`src/rtl/nibble_serial_adder.sv`:
```
// Wide adder built from one 4-bit ripple adder, one nibble per clock, LSB nibble first; done pulses NIBBLES+1 cycles after start.
// No backpressure: start is ignored while busy. Optional subtract path under `SERIAL_ADD_SUB_EN`.

module Ripple_Adder (
  input  logic [3:0] A,
  input  logic [3:0] B,
  input  logic       C_in,
  output logic [3:0] S,
  output logic       C_out
);
  logic [4:0] c;

  assign c[0] = C_in;
  for (genvar i = 0; i < 4; i++) begin : g_fa
    assign S[i]   = A[i] ^ B[i] ^ c[i];
    assign c[i+1] = (A[i] & B[i]) | (c[i] & (A[i] ^ B[i]));
  end
  assign C_out = c[4];
endmodule

module nibble_serial_adder #(
  parameter int NIBBLES = 4
) (
  input  logic                 clk,
  input  logic                 rst,
  input  logic                 start,
  input  logic [4*NIBBLES-1:0] A,
  input  logic [4*NIBBLES-1:0] B,
  input  logic                 C_in,
  input  logic                 sub,
  output logic                 busy,
  output logic                 done,
  output logic [4*NIBBLES-1:0] S,
  output logic                 C_out,
  output logic                 overflow
);
  localparam int W  = 4 * NIBBLES;
  localparam int CW = (NIBBLES > 1) ? $clog2(NIBBLES) : 1;

  typedef enum logic [1:0] {IDLE, ADD, DONE} state_t;

  state_t          state, state_next;
  logic [W-1:0]    a_sh, b_sh, res_sh;
  logic [W-1:0]    b_eff;
  logic [W+3:0]    res_cat;
  logic [CW-1:0]   cnt;
  logic            carry, c_eff;
  logic            a_msb, b_msb;
  logic [3:0]      nib_s;
  logic            nib_c;
  logic            accept, last;

`ifdef SERIAL_ADD_SUB_EN
  assign b_eff = sub ? ~B : B;
  assign c_eff = sub ? 1'b1 : C_in;
`else
  logic unused_sub;
  assign unused_sub = sub;
  assign b_eff = B;
  assign c_eff = C_in;
`endif

  assign accept  = start && (state != ADD);
  assign last    = (cnt == CW'(NIBBLES - 1));
  assign busy    = (state == ADD);
  assign done    = (state == DONE);
  // New sum nibble enters at the top so the LSB nibble ends up at the bottom.
  assign res_cat = {nib_s, res_sh};

  Ripple_Adder u_adder (
    .A     (a_sh[3:0]),
    .B     (b_sh[3:0]),
    .C_in  (carry),
    .S     (nib_s),
    .C_out (nib_c)
  );

  always_ff @(posedge clk) begin
    if (rst) state <= IDLE;
    else     state <= state_next;
  end

  always_comb begin
    state_next = state;
    case (state)
      IDLE:    if (start) state_next = ADD;
      ADD:     if (last)  state_next = DONE;
      DONE:    state_next = start ? ADD : IDLE;
      default: state_next = IDLE;
    endcase
  end

  always_ff @(posedge clk) begin
    if (rst) begin
      a_sh     <= '0;
      b_sh     <= '0;
      res_sh   <= '0;
      carry    <= 1'b0;
      cnt      <= '0;
      a_msb    <= 1'b0;
      b_msb    <= 1'b0;
      S        <= '0;
      C_out    <= 1'b0;
      overflow <= 1'b0;
    end else if (accept) begin
      a_sh  <= A;
      b_sh  <= b_eff;
      carry <= c_eff;
      cnt   <= '0;
      // Operand sign bits are shifted out before the end, so keep them for overflow.
      a_msb <= A[W-1];
      b_msb <= b_eff[W-1];
    end else if (state == ADD) begin
      a_sh   <= a_sh >> 4;
      b_sh   <= b_sh >> 4;
      res_sh <= res_cat[W+3:4];
      carry  <= nib_c;
      cnt    <= cnt + CW'(1);
      if (last) begin
        S        <= res_cat[W+3:4];
        C_out    <= nib_c;
        overflow <= (a_msb == b_msb) && (nib_s[3] != a_msb);
      end
    end
  end
endmodule

```
`config.mk`:
```
export PLATFORM = sky130hd
export DESIGN_NAME = nibble_serial_adder
export DESIGN_NICKNAME = d
export VERILOG_FILES = /design/src/rtl/nibble_serial_adder.sv
export SDC_FILE = /design/constraint.sdc
export NUM_CORES = 1
export LEC_CHECK = 0
export BUFFER_PORTS_ARGS = -buffer_cell sky130_fd_sc_hd__buf_4
export CAP_MARGIN = 30
export CORE_MARGIN = 4
export CORE_UTILIZATION = 47
export CTS_CLUSTER_DIAMETER = 60
export CTS_CLUSTER_SIZE = 12
export DETAILED_ROUTE_END_ITERATION = 16
export HOLD_SLACK_MARGIN = 0.06
export PLACE_DENSITY = 0.7
export RECOVER_POWER = 100
export SLEW_MARGIN = 20
export SYNTH_ARGS = -nofsm -noshare
export SYNTH_HDL_FRONTEND = slang
export SYNTH_SLANG_ARGS = --single-unit
```
`constraint.sdc`:
```
create_clock -name clk -period 2.3 [get_ports clk]
set_input_delay 0.46 -clock clk [delete_from_list [all_inputs] [get_ports clk]]
set_output_delay 0.46 -clock clk [all_outputs]
set_load 0.005 [all_outputs]
```
# Word-level counts from Yosys, hierarchy flattened
# Index checks and enable logic that the tools add are counted.
# classes
addsub	1
eq_ne	8
muxes	10
bitwise_logic	21
reduce_logical	8
# ops
cell	n
16-bit 2-to-1 mux	4
1-bit AND	8
1-bit XOR	8
2-bit case mux with 3 select lines	1
2-bit equality test, second input constant	2
2-bit 2-to-1 mux	2
2-bit by 1-bit != test with 1-bit output, second input constant	2
1-bit bitwise OR	4
2-bit AND reduction	2
1-bit 2-to-1 mux	3
3-bit AND reduction	1
2-bit by 1-bit adder with 2-bit output, second input constant	1
2-bit by 1-bit equality test with 1-bit output, second input constant	1
1-bit logical AND	2
2-bit zero test	1
2-bit != test, second input constant	1
2-bit nonzero test	1
2-bit OR reduction	1
1-bit equality test	1
1-bit != test	1
1-bit inverter	1
# word_totals
ff_bits	73
input_bits	37
output_inout_bits	20
word_cells	59

# Depth between registers and ports, before layout
# Gate-level depths: netlist (run 1).
# logic_depth
word_depth	11
depth_mapped	9
mapped_depth_nobuf	9

# Cells and area by module
# From an unflattened synthesis (run 1), not the netlist that was laid out.
# hier_totals
hier_cells	313
area_unflattened_um2	2962.8
# modules_own_cells
mod	n_inst	cells_each	area_per_inst_um2	seq_area_each_um2
nibble_serial_adder	1	299	2845.2	1381.3
Ripple_Adder	1	14	117.6	0.0

# Worst setup path before layout (run 1)
# OpenSTA, ideal clock, no wires.
# synth_path
kind	reg2reg
start	register a_sh[0]
end	register overflow
setup_time_ns	0.091
arrival_ns	2.368
t_required_ns	2.209
slack_ns	-0.158
path_stages_with_launch	10
n_path_buf	0
period_less_slack_ns	2.458
path_cell_list	dfxtp_1 fa_1 inv_1 fa_1 inv_1 fa_1 inv_1 fa_1 or3_1 a311oi_1
# synth_via
elab_chain_cells	10
elab_cells_between_ends	11
cone_classes	eq/ne (1); bitwise (9); reduce/logical (1)
# synth_rtl
item	line_no	text
start: declaration	43	logic [W-1:0] a_sh, b_sh, res_sh;
start signal: assignment	114	a_sh <= a_sh >> 4;
1-bit XOR	16	assign c[i+1] = (A[i] & B[i]) | (c[i] & (A[i] ^ B[i]));
1-bit AND	16	
1-bit bitwise OR (*)	16	
1-bit AND (*)	16	
1-bit bitwise OR (*)	16	
1-bit AND (*)	16	
1-bit bitwise OR (*)	16	
1-bit XOR (*)	15	assign S[i] = A[i] ^ B[i] ^ c[i];
1-bit != test (*)	122	overflow <= (a_msb == b_msb) && (nib_s[3] != a_msb);
1-bit logical AND (*)	122	
end signal: assignment	122	
end: declaration	35	output logic overflow
# Every way passes the cells marked *; elsewhere a longest branch is shown, timed or not.
# A chain may end at the register's enable or synchronous reset.

# Worst setup path after layout (run 1)
# layout_path
start	register carry
end	register overflow
# layout_via
elab_chain_cells	9
# layout_rtl
item	line_no	text
start: declaration	47	logic carry, c_eff;
start signal: assignment	117	carry <= nib_c;
1-bit AND	16	
1-bit bitwise OR	16	
1-bit AND	16	
1-bit bitwise OR	16	
1-bit AND	16	
1-bit bitwise OR	16	
1-bit XOR	15	
1-bit != test	122	
1-bit logical AND	122	
# Every way passes these cells.

==> results of run 1 <==
-- worst max-delay path, stage by stage, from the launching register on --
cell and delay [ns]:
dfxtp_2 0.33, fa_2 0.38, inv_2 0.06, fa_2 0.18, inv_2 0.03, fa_2 0.32
inv_2 0.06, fa_1 0.39, or3_1 0.31, a311oi_1 0.20
-- routing by layer --
layer | global-route usage | part of all wire | wire, µm | vias to the layer above
met3 | 0.05922 | 0.061 | 337 | 8
met5 | 0 | 0 | 0 | -
met1 | 0.1909 | 0.45 | 2507 | 992
li1 | - | - | - | 1119
met4 | 0.05180 | 0.011 | 61 | 0
met2 | 0.2775 | 0.48 | 2648 | 44
-- power breakdown --
part	internal, mW	switching, mW
clock network	0.667	0.424
logic	0.140	0.154
registers	1.26	0.0401
-- timing repair --
action | in CTS | in global routing
gates cloned | 0 | 0
setup endpoints to repair | 1 | 2
resized for setup | 1 | 0
pin swaps | 3 | 2
-- placed cells by master, fill, tap and decap left out, types with 2 or more instances in the layout --
cell / count
a211oi_1: 29
a211oi_2: 2
a21oi_1: 28
buf_4: 39
bufinv_16: 2
clkbuf_4: 19
clkbuf_8: 11
clkinv_2: 2
dfxtp_1: 68
fa_2: 3
inv_1: 6
inv_2: 3
mux2i_1: 32
nand2_1: 49
nand2b_1: 2
nand3_1: 5
nor2_1: 40
nor2b_1: 2
o21ai_0: 2
-- stage by stage --
step / TNS, ns / total power [mW] / area (µm²)
after floorplan: -0.1041 / 1.541 / 2825
after global placement: -0.1042 / 1.627 / 3221
after detailed placement: -0.1424 / 1.634 / 3221
after CTS: -0.1399 / 2.728 / 3446
after global routing: -0.6638 / 2.818 / 3418
final: -0.06688 / 2.686 / 3418
-- worst min path at each step --
stage	cells after the start	start	endpoint	slack (ns)
after floorplan	2	res_sh[4]	S[0]	0.43
after global placement	2	S[11]	S[11]	0.44
after detailed placement	2	res_sh[4]	res_sh[4]	0.45
after CTS	3	B[13]	b_sh[13]	0.34
after global routing	3	B[13]	b_sh[13]	0.35
final	3	B[13]	b_sh[13]	0.36
-- logic make-up after synthesis --
| kind of cell | count (synthesis) | synth area share |
|---|---|---|
| and+or+nand+nor | 102 | 0.1466 |
| AOI/OAI and AO/OA | 63 | 0.1493 |
| buffers and inverters | 33 | 0.06708 |
| muxes | 32 | 0.1137 |
| adders and majority gates | 5 | 0.03287 |
| DFF | 69 | 0.4904 |
-- cell type report --
| cell class | instances | area (µm²) | area share |
|---|---|---|---|
| clock inverter | 4 | 70.07 | 0.02050 |
| inverter | 9 | 33.78 | 0.009883 |
| multi-input combinational | 202 | 1246 | 0.3646 |
| timing repair buffer | 59 | 440.4 | 0.1288 |
| tap | 72 | 90.09 | 0.02635 |
| sequential | 69 | 1383 | 0.4045 |
| clock buffer | 12 | 155.1 | 0.04539 |
-- state kept, by name, summed over array words and instances (netlist names) --
| register | cells |
|---|---|
| a_sh | 16 |
| state | 2 |
| b_msb | 1 |
| C_out | 1 |
| res_sh | 12 |
| a_msb | 1 |
| overflow | 1 |
| S | 16 |
| carry | 1 |
| b_sh | 16 |
| cnt | 2 |
==> impl_metrics.ini, run 1 <==
[floorplan]
die_w_um = 85.41
io_pins = 57
core_um2 = 5642
die_y_um = 85.41
dieArea_um2 = 7295
rows = 27
initial_core_util = 0.4992

[detailed_routing]
viasPerCell = 5.066
drcViolationCount = 0
routed_wl_um = 5554
wl_per_cell_um = 13.01
dr.pass1.iters = 3
ant_nets = 0
drt_iter0_markers = 98
vias = 2163

[sta]
slew_headroom = 0.1927
clock_skew_ns = 0.007142
holdWs_ns = 0.3579
fin_crit_ns = 2.367
setup_viol = 1
setup_ws_ns = -0.06688
drv_slew = 0
hold_viol = 0
max_freq_mhz = 422.5
tightest_slew_ns = 1.211
fin_crit_sh = 1.029
rsz0062_at_grt = true

[clock_network]
postCtsSetupBuffers = 0
clock-root-buffer = clkbuf_8
htreeDepth = 3
insertion_delay_ns = 0.33
clkSinkCount = 69
holdBufCountCts = 0
cts_made_buffers = 9
clk_path_buf_depth = 2
path_clk_slew_ns = 0.07
cts_tree = done

[yosys]
synth_top_area_frac = 0.4904
syn_nets = 346
yosysWarningCount = 0
synth_area_leaders = dfxtp_1, mux2i_1, a211oi_1
synthCells = 304
ys_ff_latch = 69
async_reset_ff_frac = 0
synth_edf_count = 0
yosysTopAreaCell = dfxtp_1
synth_common_cells = dfxtp_1, nand2_1, nor2_1
syn_area_per_cell_um2 = 9.265
synthFlopType = dfxtp_1
ys_seq_area_frac = 0.4904
yosysMostFrequentCell = dfxtp_1
syn_area_um2 = 2816
ys_types = 24

[pwr]
leakagePower_nw = 1.430
p_per_area_nw_per_um2 = 785.7
peakVddDrop_mv = 0.4810

[worst_setup_path]
crit_type = reg2reg
critical_path_required_ns = 2.54
crit_path_max_fanout = 2
r2r-end = overflow
start_kind = flip-flop
cp-end-kind = flip-flop
crit_end = overflow
cp-startpoint = carry
r2r-start = carry
cp_data_arrival_time_ns = 2.61
r2r_slack_ns = -0.07
worstRegToRegCells = 9

[layout]
layout.cells.non_filler = 427
nFillCells = 520
final_core_util = 0.6059
syn_to_final_growth_pct = 21.37
drive_above_1_share = 0.2366
nets = 392
antenna_cells = 0

[grt]
antenna_found_initial = 0
grt.total_usage = 0.1633
grt_max_degree = 65
grt_pass1_vias = 2134
grt_pass1_wl_um = 9570
grt_overflow = 0

[placed_design]
dp_slack_ns = -0.1424
dpl.hpwl_um = 3763
io_buffer_count = 55
globalplace.congestion = 0.7670
dp_cells = 411

[flow_run]
maxCapViolCount = 0

[worst_hold_path]
min_path_type = in2reg

[status]
status = finished with violations
failed_checks = setup timing
Power figures use the tool's default switching activity.
==> inputs of run 2 (changes only) <==
Settings changed: GPL_TIMING_DRIVEN from default to 0.
==> impl_metrics.ini, run 2 (synthesis gave the netlist of run 1 again) <==
[status]
status = finished with violations
failed_checks = setup timing

[sta]
fin_crit_ns = 2.468
setup_viol = 1
tightest_slew_ns = 0.5451
hold_viol = 0
setup_tns_ns = -0.1677
drv_slew = 0
fin_crit_sh = 1.073
slew_headroom = 0.6366
max_freq_mhz = 405.2
clock_skew_ns = 0.006538
rsz0062_at_grt = true
setup_ws_ns = -0.1677

[floorplan]
core_um2 = 5642
die_y_um = 85.41
dieArea_um2 = 7295
initial_core_util = 0.4992
die_w_um = 85.41
rows = 27
io_pins = 57

[pwr]
leakagePower_nw = 1.474
peakVddDrop_mv = 0.6307
p_per_area_nw_per_um2 = 788.4

[placed_design]
io_buffer_count = 53
globalplace.congestion = 0.7509
dpl.hpwl_um = 4647
dp_slack_ns = -0.2111
dp_cells = 429

[flow_run]
maxCapViolCount = 0

[clock_network]
clock-root-buffer = clkbuf_8
cts_tree = done
clk_path_buf_depth = 2
path_clk_slew_ns = 0.07
holdBufCountCts = 0
clkSinkCount = 69
cts_made_buffers = 9
insertion_delay_ns = 0.34
htreeDepth = 3

[grt]
grt_max_degree = 12
grt.total_usage = 0.1853
grt_pass1_vias = 2253
grt_overflow = 0
antenna_found_initial = 0
grt_pass1_wl_um = 10670

[detailed_routing]
drt_iter0_markers = 108
dr.pass1.iters = 4
vias = 2293
viasPerCell = 5.141
drcViolationCount = 0
wl_per_cell_um = 14.46
routed_wl_um = 6447
ant_nets = 0

[layout]
mostFrequentLayoutCell = dfxtp_1
layout.cells.non_filler = 446
drive_above_1_share = 0.2487
reg_top3 = S x16, a_sh x16, b_sh x16
nets = 411
syn_to_final_growth_pct = 25.99
antenna_cells = 0
layout.cells.most_common_list = dfxtp_1, nand2_1, nor2_1, buf_4, mux2i_1

[worst_setup_path]
crit_type = reg2reg
critical_path_required_ns = 2.56
cp_data_arrival_time_ns = 2.73
crit_path_max_fanout = 2
start_kind = flip-flop
cp-end-kind = flip-flop

[worst_hold_path]
min_path_type = in2reg
==> run 2: cell type report <==
class | count | area [µm²]
tap | 72 | 90.09
buffer | 24 | 122.6
multi-input combinational | 202 | 1267
fill | 518 | 2093
sequential | 69 | 1383
timing repair buffer | 54 | 405.4
clock inverter | 3 | 65.06
clock buffer | 13 | 178.9
inverter | 9 | 36.28
==> run 2: worst max-delay path, cell delays in order (launching register included) <==
cell	delay (ns)
dfxtp_2	0.34
fa_2	0.38
inv_2	0.06
fa_2	0.18
inv_2	0.04
fa_2	0.33
inv_2	0.06
fa_2	0.43
or3_1	0.34
a311oi_2	0.24
==> run 2: final timing paths <==
kind | startpoint | to | slack [ns] | cells past startpoint
setup / recovery | carry | overflow | -0.17 | 9
hold / removal | B[13] | b_sh[13] | 0.35 | 3
setup reg to reg | carry | overflow | -0.17 | 9
hold reg to reg | res_sh[6] | S[2] | 0.45 | 2
==> run 2: layer usage <==
layer  global-route usage  vias to the layer above  part of all wire
met3              0.06505                       11             0.054
met1               0.2224                     1060              0.45
met4              0.05180                        0             0.015
met2               0.3129                       57              0.48
met5                    0                        -                 0
li1                     -                     1165                 -
==> run 2: power breakdown <==
part | switching (mW) | leakage [nW] | total, mW | internal, mW
combinational | 0.174 | 0.784 | 0.326 | 0.152
clock | 0.440 | 0.126 | 1.17 | 0.727
sequential | 0.0425 | 0.565 | 1.30 | 1.26
==> run 2: timing repair <==
item,4_1_cts,5_1_grt
cloned,0,0
pin swaps,1,2
hold endpoints to repair,0,0
setup endpoints to repair,1,3
buffers inserted,1,0
gates resized for setup,1,3
==> run 2: metrics by stage <==
step / area (µm²) / power, mW / util / hold WS [ns]
finish: 3548 / 2.798 / 0.6290 / 0.3490
global route: 3548 / 2.922 / 0.6290 / 0.3490
CTS: 3567 / 2.829 / 0.6323 / 0.3388
detailed placement: 3313 / 1.654 / 0.5873 / 0.4447
global placement: 3313 / 1.646 / 0.5873 / 0.4429
floorplan: 2825 / 1.541 / - / 0.4321
==> inputs of run 3 (changes only) <==
Settings changed: PLACE_DENSITY 0.7 to 0.67, SYNTH_HIERARCHICAL from default to 1.
Clock period 2.3 ns to 2.65 ns, I/O delays scaled along.
==> impl_metrics.ini, run 3 <==
[worst_setup_path]
r2r-end = overflow
crit_type = reg2reg
cp_data_arrival_time_ns = 2.75
cpMostUsedCell = fa_1
start_kind = flip-flop
slowest_delay_ns = 0.42
cp-end-kind = flip-flop
worstRegToRegCells = 11
path_cells = fa_1 -> inv_1 -> fa_1 -> inv_1 -> fa_2 -> inv_2 -> fa_1 -> inv_2 -> and3b_1 -> a211oi_2 -> nor3_1
critical_path_required_ns = 2.88
cpMaxStageDelayCell = fa_1
r2r_slack_ns = 0.13
crit_path_max_fanout = 4
r2r-start = a_sh[0]

[layout]
final_core_util = 0.5903
antenna_cells = 0
nets = 419
mostFrequentLayoutCell = dfxtp_1
reg_top3 = S x16, a_sh x16, b_sh x16
drive_above_1_share = 0.2356
layout.cells.most_common_list = dfxtp_1, nand2_1, buf_4, nor2_1
syn_to_final_growth_pct = 20.06
layout.cells.non_filler = 457

[status]
status = finished clean

[placed_design]
globalplace.congestion = 0.7608
dp_cells = 441
dpl.hpwl_um = 4477
dp_slack_ns = 0.04076
io_buffer_count = 53

[yosys]
synth_edf_count = 0
ys_seq_area_frac = 0.4662
syn_area_um2 = 2963
synthCells = 313
ys_types = 24
synthFlopType = dfxtp_1
synth_common_cells = dfxtp_1, nand2_1, nor2_1
synth_top_area_frac = 0.4662
ys_ff_latch = 69
yosysWarningCount = 6
syn_nets = 355
yosysTopAreaCell = dfxtp_1
async_reset_ff_frac = 0
syn_area_per_cell_um2 = 9.466
synth_area_leaders = dfxtp_1, mux2i_1, a211oi_2
yosysMostFrequentCell = dfxtp_1

[floorplan]
die_w_um = 87.40
core_um2 = 6026
dieArea_um2 = 7638
rows = 28
die_y_um = 87.40
initial_core_util = 0.4917
io_pins = 57

[clock_network]
clock-root-buffer = clkbuf_8
path_clk_slew_ns = 0.07
cts_tree = done
clkSinkCount = 69
cts_made_buffers = 9
htreeDepth = 3
clk_path_buf_depth = 2
postCtsSetupBuffers = 0
insertion_delay_ns = 0.34

[grt]
grt_max_degree = 12
grt_overflow = 0
grt_pass1_wl_um = 10360
grt.total_usage = 0.1758
grt_pass1_vias = 2225
antenna_found_initial = 0

[detailed_routing]
viasPerCell = 5.129
ant_nets = 0
dr.pass1.iters = 4
wl_per_cell_um = 13.75
drcViolationCount = 0
routed_wl_um = 6283
vias = 2344
drt_iter0_markers = 42

[sta]
fin_crit_ns = 2.522
setup_viol = 0
hold_viol = 0
setup_ws_ns = 0.1281
drv_slew = 0
clock_skew_ns = 0.006554
max_freq_mhz = 396.5
fin_crit_sh = 0.9517
holdWs_ns = 0.4232
tightest_slew_ns = 0.5635
slew_headroom = 0.6243

[worst_hold_path]
hp-start = B[14]
holdPathStages = 3
whs_endpoint = b_sh[14]
min_path_type = in2reg

[pwr]
p_per_area_nw_per_um2 = 666.5
leakagePower_nw = 1.516
peakVddDrop_mv = 0.4117

[flow_run]
maxCapViolCount = 0
## run 3: power by group
part	total, mW	switching, mW	internal [mW]
clock	0.969	0.390	0.579
sequential	1.13	0.0338	1.09
combinational	0.275	0.151	0.124
total	2.37	0.574	1.80
## run 3: kinds of logic after synthesis
group	synth area share
AND/OR/NAND/NOR	0.1486
flip-flops	0.4662
AO/OA/AOI/OAI	0.1702
buffers and inverters	0.07221
multiplexers	0.1115
adder cells (fa/ha/maj)	0.03125
## run 3: metrics by stage
| step | instance area, µm² | power (mW) | TNS [ns] |
|---|---|---|---|
| final | 3557 | 2.371 | 0 |
| after global routing | 3557 | 2.476 | -0.01278 |
| after global placement | 3455 | 1.451 | 0 |
| after floorplan | 2963 | 1.361 | 0 |
| after detailed placement | 3455 | 1.457 | 0 |
| after CTS | 3680 | 2.415 | 0 |
## run 3: cell type report
| cell class | count | area [µm²] |
|---|---|---|
| Buffer | 24 | 126.4 |
| Clock buffer | 12 | 155.1 |
| Clock inverter | 4 | 70.07 |
| Fill cell | 589 | 2469 |
| Inverter | 12 | 45.04 |
| Multi-Input combinational cell | 208 | 1286 |
| Sequential cell | 69 | 1383 |
| Tap cell | 75 | 93.84 |
| Timing Repair Buffer | 53 | 397.9 |
## run 3: worst max-delay path by stage
| stage | slack (ns) | end | from |
|---|---|---|---|
| CTS | 0.03 | overflow | a_sh[0] |
| detailed placement | 0.04 | overflow | a_sh[0] |
| finish | 0.13 | overflow | a_sh[0] |
| global placement | 0.08 | overflow | a_sh[0] |
| global route | -0.01 | overflow | a_sh[0] |
| floorplan | 0.24 | overflow | a_sh[0] |
## run 3: timing repair
| item | in CTS | in global routing |
|---|---|---|
| setup endpoints to repair | 0 | 1 |
| hold buffers | 0 | 0 |
| resized for setup | 0 | 5 |
## run 3: per-layer routing
metal / vias up / part of all wire / global-route usage
met5: - / 0 / 0
met1: 1096 / 0.46 / 0.2165
li1: 1175 / - / -
met2: 63 / 0.47 / 0.2890
met3: 10 / 0.053 / 0.04163
met4: 0 / 0.015 / 0.08089
## run 3: critical path: cells and delay by family, from the launching register on
kind                       cells  cell delay (ns)
and+or+nand+nor                2             0.26
AOI/OAI and AO/OA              1             0.19
DFF                            1             0.34
buffers and inverters          4             0.30
adders and majority gates      4             1.32
